[config.mk]
export PLATFORM = sky130hd
export DESIGN_NAME = nzcv_cond_unit_flat
export DESIGN_NICKNAME = d
export VERILOG_FILES = /design/src/rtl/nzcv_cond_unit_if.sv /design/src/rtl/nzcv_cond_unit.sv /design/src/flat_wrapper.sv
export SDC_FILE = /design/constraint.sdc
export NUM_CORES = 1
export LEC_CHECK = 0
export CORE_UTILIZATION = 52
export DETAILED_ROUTE_END_ITERATION = 7
export MAX_ROUTING_LAYER = met4
export PLACE_DENSITY = 0.84
export REMOVE_ABC_BUFFERS = 1
export SYNTH_ARGS = -nofsm -noshare
export SYNTH_HDL_FRONTEND = slang
export SYNTH_SLANG_ARGS = --single-unit
[constraint.sdc]
create_clock -name clk -period 3.2 [get_ports clk]
set_clock_uncertainty 0.1 [all_clocks]
set_input_delay 0.64 -clock clk [delete_from_list [all_inputs] [get_ports clk]]
set_output_delay 0.64 -clock clk [all_outputs]
set_load 0.1 [all_outputs]
[src/rtl/nzcv_cond_unit_if.sv]
// rtl/nzcv_cond_unit_if.sv - condition request / branch result handshake bundle
interface nzcv_cond_unit_if;
  logic       cond_valid;
  logic [3:0] cond;
  logic       cond_ready;
  logic       take_valid;
  logic       take;
  logic       take_ready;

  modport master (
    output cond_valid, cond, take_ready,
    input  cond_ready, take_valid, take
  );

  modport slave (
    input  cond_valid, cond, take_ready,
    output cond_ready, take_valid, take
  );
endinterface

[src/rtl/nzcv_cond_unit.sv]
// rtl/nzcv_cond_unit.sv - registered NZCV flags, condition evaluator, flag save stack
// Optional FLAG_BYPASS_EN: same-cycle flag_we data feeds an accepted condition request.
module nzcv_cond_unit #(
  parameter int DEPTH = 4
) (
  input  logic               clk,
  input  logic               rst_n,
  nzcv_cond_unit_if.slave    cif,
  input  logic               flag_we,
  input  logic               n_in,
  input  logic               c_in,
  input  logic               z_in,
  input  logic               v_in,
  input  logic               push,
  input  logic               pop,
  output logic               stk_full,
  output logic               stk_empty,
  output logic               stk_err,
  output logic [3:0]         flags_out
);

  localparam int SPW   = $clog2(DEPTH + 1);
  localparam int AW    = (DEPTH > 1) ? $clog2(DEPTH) : 1;
  localparam int SLOTS = 2 ** AW;
  localparam logic [SPW-1:0] SP_MAX = SPW'(DEPTH);

  logic [SPW-1:0] sp;
  logic [3:0]     stk [SLOTS];
  logic           take_valid_q;
  logic           take_q;

  logic           accept;
  logic           do_push;
  logic           do_pop;
  logic           op_err;
  logic [SPW-1:0] top;
  logic [3:0]     new_flags;
  logic [3:0]     eval_flags;

  // flags are packed {N,Z,C,V}
  function automatic logic eval_cond(input logic [3:0] c, input logic [3:0] f);
    logic n, z, cf, v, r;
    {n, z, cf, v} = f;
    r = 1'b0;
    case (c)
      4'h0: r = z;
      4'h1: r = !z;
      4'h2: r = cf;
      4'h3: r = !cf;
      4'h4: r = n;
      4'h5: r = !n;
      4'h6: r = v;
      4'h7: r = !v;
      4'h8: r = cf & !z;
      4'h9: r = !cf | z;
      4'hA: r = (n == v);
      4'hB: r = (n != v);
      4'hC: r = !z & (n == v);
      4'hD: r = z | (n != v);
      4'hE: r = 1'b1;
      default: r = 1'b0;
    endcase
    return r;
  endfunction

  assign new_flags      = {n_in, z_in, c_in, v_in};
  assign stk_full       = (sp == SP_MAX);
  assign stk_empty      = (sp == '0);
  assign top            = sp - 1'b1;

  assign cif.cond_ready = !take_valid_q | cif.take_ready;
  assign cif.take_valid = take_valid_q;
  assign cif.take       = take_q;
  assign accept         = cif.cond_valid & cif.cond_ready;

  assign do_push = push & !pop & !stk_full;
  assign do_pop  = pop & !push & !stk_empty;
  assign op_err  = (push & pop) | (push & !pop & stk_full) | (pop & !push & stk_empty);

  // A pop overrides flag_we, so its discarded data must not reach the evaluator either
`ifdef FLAG_BYPASS_EN
  assign eval_flags = (flag_we & !do_pop) ? new_flags : flags_out;
`else
  assign eval_flags = flags_out;
`endif

  always_ff @(posedge clk or negedge rst_n) begin
    if (!rst_n) begin
      flags_out    <= 4'b0000;
      sp           <= '0;
      stk_err      <= 1'b0;
      take_valid_q <= 1'b0;
      take_q       <= 1'b0;
      for (int i = 0; i < SLOTS; i++) stk[i] <= 4'b0000;
    end else begin
      stk_err <= op_err;

      if (do_pop)
        flags_out <= stk[top[AW-1:0]];
      else if (flag_we)
        flags_out <= new_flags;

      // push saves the flags as registered before this cycle's flag_we lands
      if (do_push) begin
        stk[sp[AW-1:0]] <= flags_out;
        sp              <= sp + 1'b1;
      end else if (do_pop) begin
        sp <= top;
      end

      if (accept) begin
        take_valid_q <= 1'b1;
        take_q       <= eval_cond(cif.cond, eval_flags);
      end else if (cif.take_ready) begin
        take_valid_q <= 1'b0;
      end
    end
  end

endmodule
[src/flat_wrapper.sv]
// flat-port wrapper written by rule: the top's interface ports become plain ports
module nzcv_cond_unit_flat 
#(
  parameter int DEPTH = 4
)
  (clk, rst_n, flag_we, n_in, c_in, z_in, v_in, push, pop, stk_full, stk_empty, stk_err, flags_out, cif_cond_valid, cif_cond, cif_take_ready, cif_cond_ready, cif_take_valid, cif_take);
  nzcv_cond_unit_if cif_i ();
  input  logic clk;
  input  logic rst_n;
  input  logic flag_we;
  input  logic n_in;
  input  logic c_in;
  input  logic z_in;
  input  logic v_in;
  input  logic push;
  input  logic pop;
  output logic stk_full;
  output logic stk_empty;
  output logic stk_err;
  output logic [3:0] flags_out;
  input wire logic [$bits(cif_i.cond_valid)-1:0] cif_cond_valid;
  input wire logic [$bits(cif_i.cond)-1:0] cif_cond;
  input wire logic [$bits(cif_i.take_ready)-1:0] cif_take_ready;
  output wire logic [$bits(cif_i.cond_ready)-1:0] cif_cond_ready;
  output wire logic [$bits(cif_i.take_valid)-1:0] cif_take_valid;
  output wire logic [$bits(cif_i.take)-1:0] cif_take;
  assign cif_i.cond_valid = cif_cond_valid;
  assign cif_i.cond = cif_cond;
  assign cif_i.take_ready = cif_take_ready;
  assign cif_cond_ready = cif_i.cond_ready;
  assign cif_take_valid = cif_i.take_valid;
  assign cif_take = cif_i.take;
  nzcv_cond_unit #(.DEPTH(DEPTH)) u_core (.clk(clk), .rst_n(rst_n), .cif(cif_i), .flag_we(flag_we), .n_in(n_in), .c_in(c_in), .z_in(z_in), .v_in(v_in), .push(push), .pop(pop), .stk_full(stk_full), .stk_empty(stk_empty), .stk_err(stk_err), .flags_out(flags_out));
endmodule
; Word-level counts from Yosys, hierarchy flattened
; Index checks and enable logic that the tools add are counted.
; W data, S select, Z words.
[classes]
addsub = 2
n_lt_le_gt_ge = 3
n_eq_ne = 17
mux = 13
bitwise = 17
n_reduce_logical = 15
[ops]
columns = op, n
row1 = $eq A4 B4 Y1 const B, 7
row2 = $mux W4, 5
row3 = $bwmux W16, 1
row4 = $eq A4 B3 Y1 const B, 4
row5 = $pmux W1 S15, 1
row6 = $and A1 B1 Y1, 10
row7 = $logic_not A1 Y1, 9
row8 = $bmux W4 S2, 1
row9 = $demux W4 S2, 1
row10 = $eq A4 B2 Y1 const B, 2
row11 = $ge A3 B3 Y1 const B, 2
row12 = $mux W3, 2
row13 = $not A2 Y3, 2
row14 = $reduce_bool A2 Y1, 3
row15 = $or A1 B1 Y1, 5
row16 = $eq A4 B1 Y1 const B, 1
row17 = $logic_not A4 Y1, 1
row18 = $add A3 B1 Y3 const B, 1
row19 = $eq A3 B3 Y1 const B, 1
row20 = $logic_not A3 Y1, 1
row21 = $lt A3 B1 Y1 const B, 1
row22 = $sub A3 B1 Y3 const B, 1
row23 = $mux W1, 2
row24 = $eq A1 B1 Y1, 1
row25 = other kinds (2), 2
[totals]
reg_bits = 26

; Depth between registers and ports, before layout
[logic_depth]
depth_word = 6
mapped_depth = 9
depth_no_buf = 7

; Worst setup path before layout
; OpenSTA, ideal clock, no wires.
[synth_timing]
path_kind = reg-to-reg
startpoint = register u_core.sp[0]
endpoint = register u_core.stk[2] in the netlist's numbering
setup_time_ps = 126
t_arrival_ps = 2572
t_required_ps = 2974
slack_ps = 402
stages_incl_launch_ff = 9
period_less_slack_ps = 2798
cell_sequence = dfrtp_1 -> clkbuf_1 -> inv_1 -> ha_1 -> ha_1 -> nor3b_4 -> and2_0 -> buf_2 -> mux2_2
[synth_lines]
columns = item, line
row1 = start: declaration, nzcv_cond_unit.sv:27  ; logic [SPW-1:0] sp;
row2 = start signal: assignment, nzcv_cond_unit.sv:106  ; sp <= sp + 1'b1;
row3 = start signal: assignment, nzcv_cond_unit.sv:108  ; sp <= top;
row4 = $eq A3 B3 Y1, nzcv_cond_unit.sv:67  ; assign stk_full = (sp == SP_MAX);
row5 = via stk_full, flat_wrapper.sv:17  ; output logic stk_full;
row6 = $logic_not A1 Y1, nzcv_cond_unit.sv:76  ; assign do_push = push & !pop & !stk_full;
row7 = $and A1 B1 Y1, nzcv_cond_unit.sv:76
row8 = end signal: indexed assignment, nzcv_cond_unit.sv:105  ; stk[sp[AW-1:0]] <= flags_out;
row9 = end: declaration, nzcv_cond_unit.sv:28  ; logic [3:0] stk [SLOTS];
; The timed path passes the listed nets, and every way through them passes these cells.
; A chain may end at the register's enable or synchronous reset.

; Final worst setup path
[layout_timing]
startpoint = register u_core.sp[0]
endpoint = register u_core.stk[3] in the netlist's numbering
[layout_via]
elab_chain_len = 6
[layout_rtl]
columns = item, line
row1 = $not A2 Y3 (not written as such), nzcv_cond_unit.sv:105
row2 = $ge A3 B3 Y1 (not written as such) / $lt A3 B1 Y1 (equally long branches), nzcv_cond_unit.sv:105
row3 = $logic_and A1 B1 Y1 (not written as such), nzcv_cond_unit.sv:105
row4 = $mux W4 (not written as such), nzcv_cond_unit.sv:105
row5 = $demux W4 S2, nzcv_cond_unit.sv:105
row6 = $bwmux W16, nzcv_cond_unit.sv:105
; Several ways; a longest one is shown, not always the timed one.

==> impl_metrics.yaml <==
route:
  routedWlPerCell_um: 16.2
  wl_mm: 2.82
  dr.pass1.iters: 5
  viasPerCell: 5.73
  drtIter0Drc: 16
  drc: 0
  antenna_left: 0
  vias: 997
grt:
  track_usage_pct: 21.9
  grt-ovfl-total: 0
  first_global_vias: 907
  antenna_found_initial: 0
  grt_max_degree: 27
  grt_first_pass_wirelength_mm: 4.35
synthesis:
  ys.flop_type: "dfrtp_1"
  synth_top_family_by_area: "multiplexers"
  syn_avg_cell_area_um2: 11.8
  synth_edf_count: 0
  yosys_warnings: 0
  synth-async-reset-ratio_pct: 100
  synth.distinct_cells: 34
  synth_mux_area_share_pct: 23.5
  syn_inst: 123
  ys_seq_area_share_pct: 44.9
  synth_area_um2: 1450
  synthSimpleGateAreaFrac_pct: 12.8
  synth_adder_area_share_pct: 5.19
  synth-seq-cells: 26
  synth-compound-area-share_pct: 6.31
  synth_xor_area_share_pct: 3.63
setup_path:
  end_kind: "flip-flop"
  path_class: "flip-flop to flip-flop"
  cp_data_arrival_time_ns: 2.74
  cp_data_required_time_ns: 3.32
  path_max_fanout: 8
  worst-r2r-setup-slack_ns: 0.58
  start_kind: "flip-flop"
final_layout:
  final_common_cell: "dfrtp_1"
  layout_common_cells: "dfrtp_1 (26), mux2_2 (16), clkdlybuf4s50_1 (14), buf_4 (12), nand2_1 (8)"
  drive_gt1_share_pct: 25.0
  num-nets-final: 167
  insertedDiodeCount: 0
  synthToLayoutAreaGrowth_pct: 17.5
clocking:
  cts_sinks: 26
  ctsLongestPathBuffers: 2
  cts_max_level: 1
  cts_hold_buf: 0
  cts_setup_buffers: 0
  clock_latency_ns: 0.31
  cts-root-buf: "clkbuf_4"
  clk_pin_slew_worst_paths_ns: 0.14
  cts_made_buffers: 3
  cts_tree: "yes"
  post_cts_resized: 0
timing:
  tightest_slew_ns: 0.459
  timing.fmax_mhz: 381
  rsz0062_at_grt: "no"
  slew_violations: 0
  hold_viol: 0
  layout_min_cycle_time_ns: 2.62
  setup_viol: 0
  max_slew_margin_pct: 69.4
  post-route-period-util_pct: 82.0
  whs_ns: 0.420
  finalSetupTns_ns: 0
die:
  design.die.area_um2: 3000
  core-area_um2: 2540
  initial_core_util_pct: 56.9
  row_count: 18
  die_y_um: 54.8
  ioPinCount: 25
  dieWidth_um: 54.8
power_and_ir_drop:
  p_leak_nw: 0.752
  power_density_nw_per_um2: 962
  peakVddDrop_mv: 0.685
run:
  cap_violations: 0
placement:
  gp_congestion: 0.869
  place_hpwl_mm: 2.01
  port_buffers: 24
worst_hold_path:
  hold_class: "flip-flop to flip-flop"
status:
  status: "finished, final reports clean"
where the power goes:
group          internal (mW)  switching [mW]
sequential             0.468           0.153
combinational          0.355           0.521
clock                 0.0440          0.0936
total                  0.868           0.768
critical path, cell delays in order (launching register included):
cell	delay [ns]
dfrtp_1	0.65
inv_1	0.14
ha_1	0.26
ha_1	0.24
nor3b_4	0.30
and2_0	0.44
mux2_2	0.39
path summary, 6_finish.rpt:
kind	startpoint	endpoint	cells after the start
worst max-delay path	u_core.sp[0]$_DFFE_PN0P_	u_core.stk[3]$_DFFE_PN0P_	6
worst min-delay path	u_core.sp[2]$_DFFE_PN0P_	u_core.sp[2]$_DFFE_PN0P_	1
worst max register to register	u_core.sp[0]$_DFFE_PN0P_	u_core.stk[3]$_DFFE_PN0P_	6
worst min register to register	u_core.sp[2]$_DFFE_PN0P_	u_core.sp[2]$_DFFE_PN0P_	1
max in group asynchronous	rst_n	u_core.sp[0]$_DFFE_PN0P_	2
min in group asynchronous	rst_n	u_core.cif.take_valid$_DFFE_PN0P_	2
routing by layer:
layer | global-route usage [%] | vias to the layer above | routed length, um
li1 | - | 479 | -
met3 | 2.78 | 2 | 152
met4 | 10.3 | 0 | 13
met5 | - | - | 0
met1 | 30.9 | 486 | 1340
met2 | 31.1 | 30 | 1320
synth_stat cells, drive strengths merged (2+ instances only):
cell	count	area [um2]
dfrtp	26	651
mux2	16	180
nand2	8	30.0
mux2i	7	70.1
buf	6	28.8
ha	6	75.1
xnor2	6	52.6
nand2b	5	31.3
o21ai	5	25.0
and2	4	25.0
inv	4	15.0
mux4	4	90.1
a21oi	3	15.0
nor2	3	11.3
nor3b	3	33.8
clkbuf	2	8.75
per-stage QoR:
stage | util (%) | power (mW) | setup slack (ns) | cells | instance area, um2
5_1_grt | 66.8 | 1.72 | 0.459 | 174 | 1700
3_5_place_dp | 65.9 | 1.50 | 0.604 | 171 | 1680
3_3_place_gp | 65.9 | 1.46 | 0.697 | 171 | 1680
4_1_cts | 66.8 | 1.64 | 0.576 | 174 | 1700
6_report | 66.8 | 1.64 | 0.576 | 174 | 1700
2_1_floorplan | - | 1.28 | 0.422 | 115 | 1410
kinds of logic after synthesis:
| kind of cell | after synthesis |
|---|---|
| multiplexers | 27 |
| XOR/XNOR | 6 |
| buffers and inverters | 12 |
| adder cells (fa/ha/maj) | 6 |
| AO/OA/AOI/OAI | 15 |
| AND/OR/NAND/NOR | 31 |
| flip-flops | 26 |
final cells by class:
class / instances / area (um2)
Clock buffer: 3 / 22.5
Fill cell: 206 / 845
Inverter: 4 / 15.0
Multi-Input combinational cell: 85 / 744
Sequential cell: 26 / 651
Tap cell: 30 / 37.5
Timing Repair Buffer: 26 / 230
flip-flops by register name, indices dropped and copies added (netlist names):
signal,flops
u_core.sp,3
u_core.cif.take_valid,1
u_core.flags_out,4
u_core.stk,16
u_core.cif.take,1
u_core.stk_err,1
(Power assumes the default switching activity.)
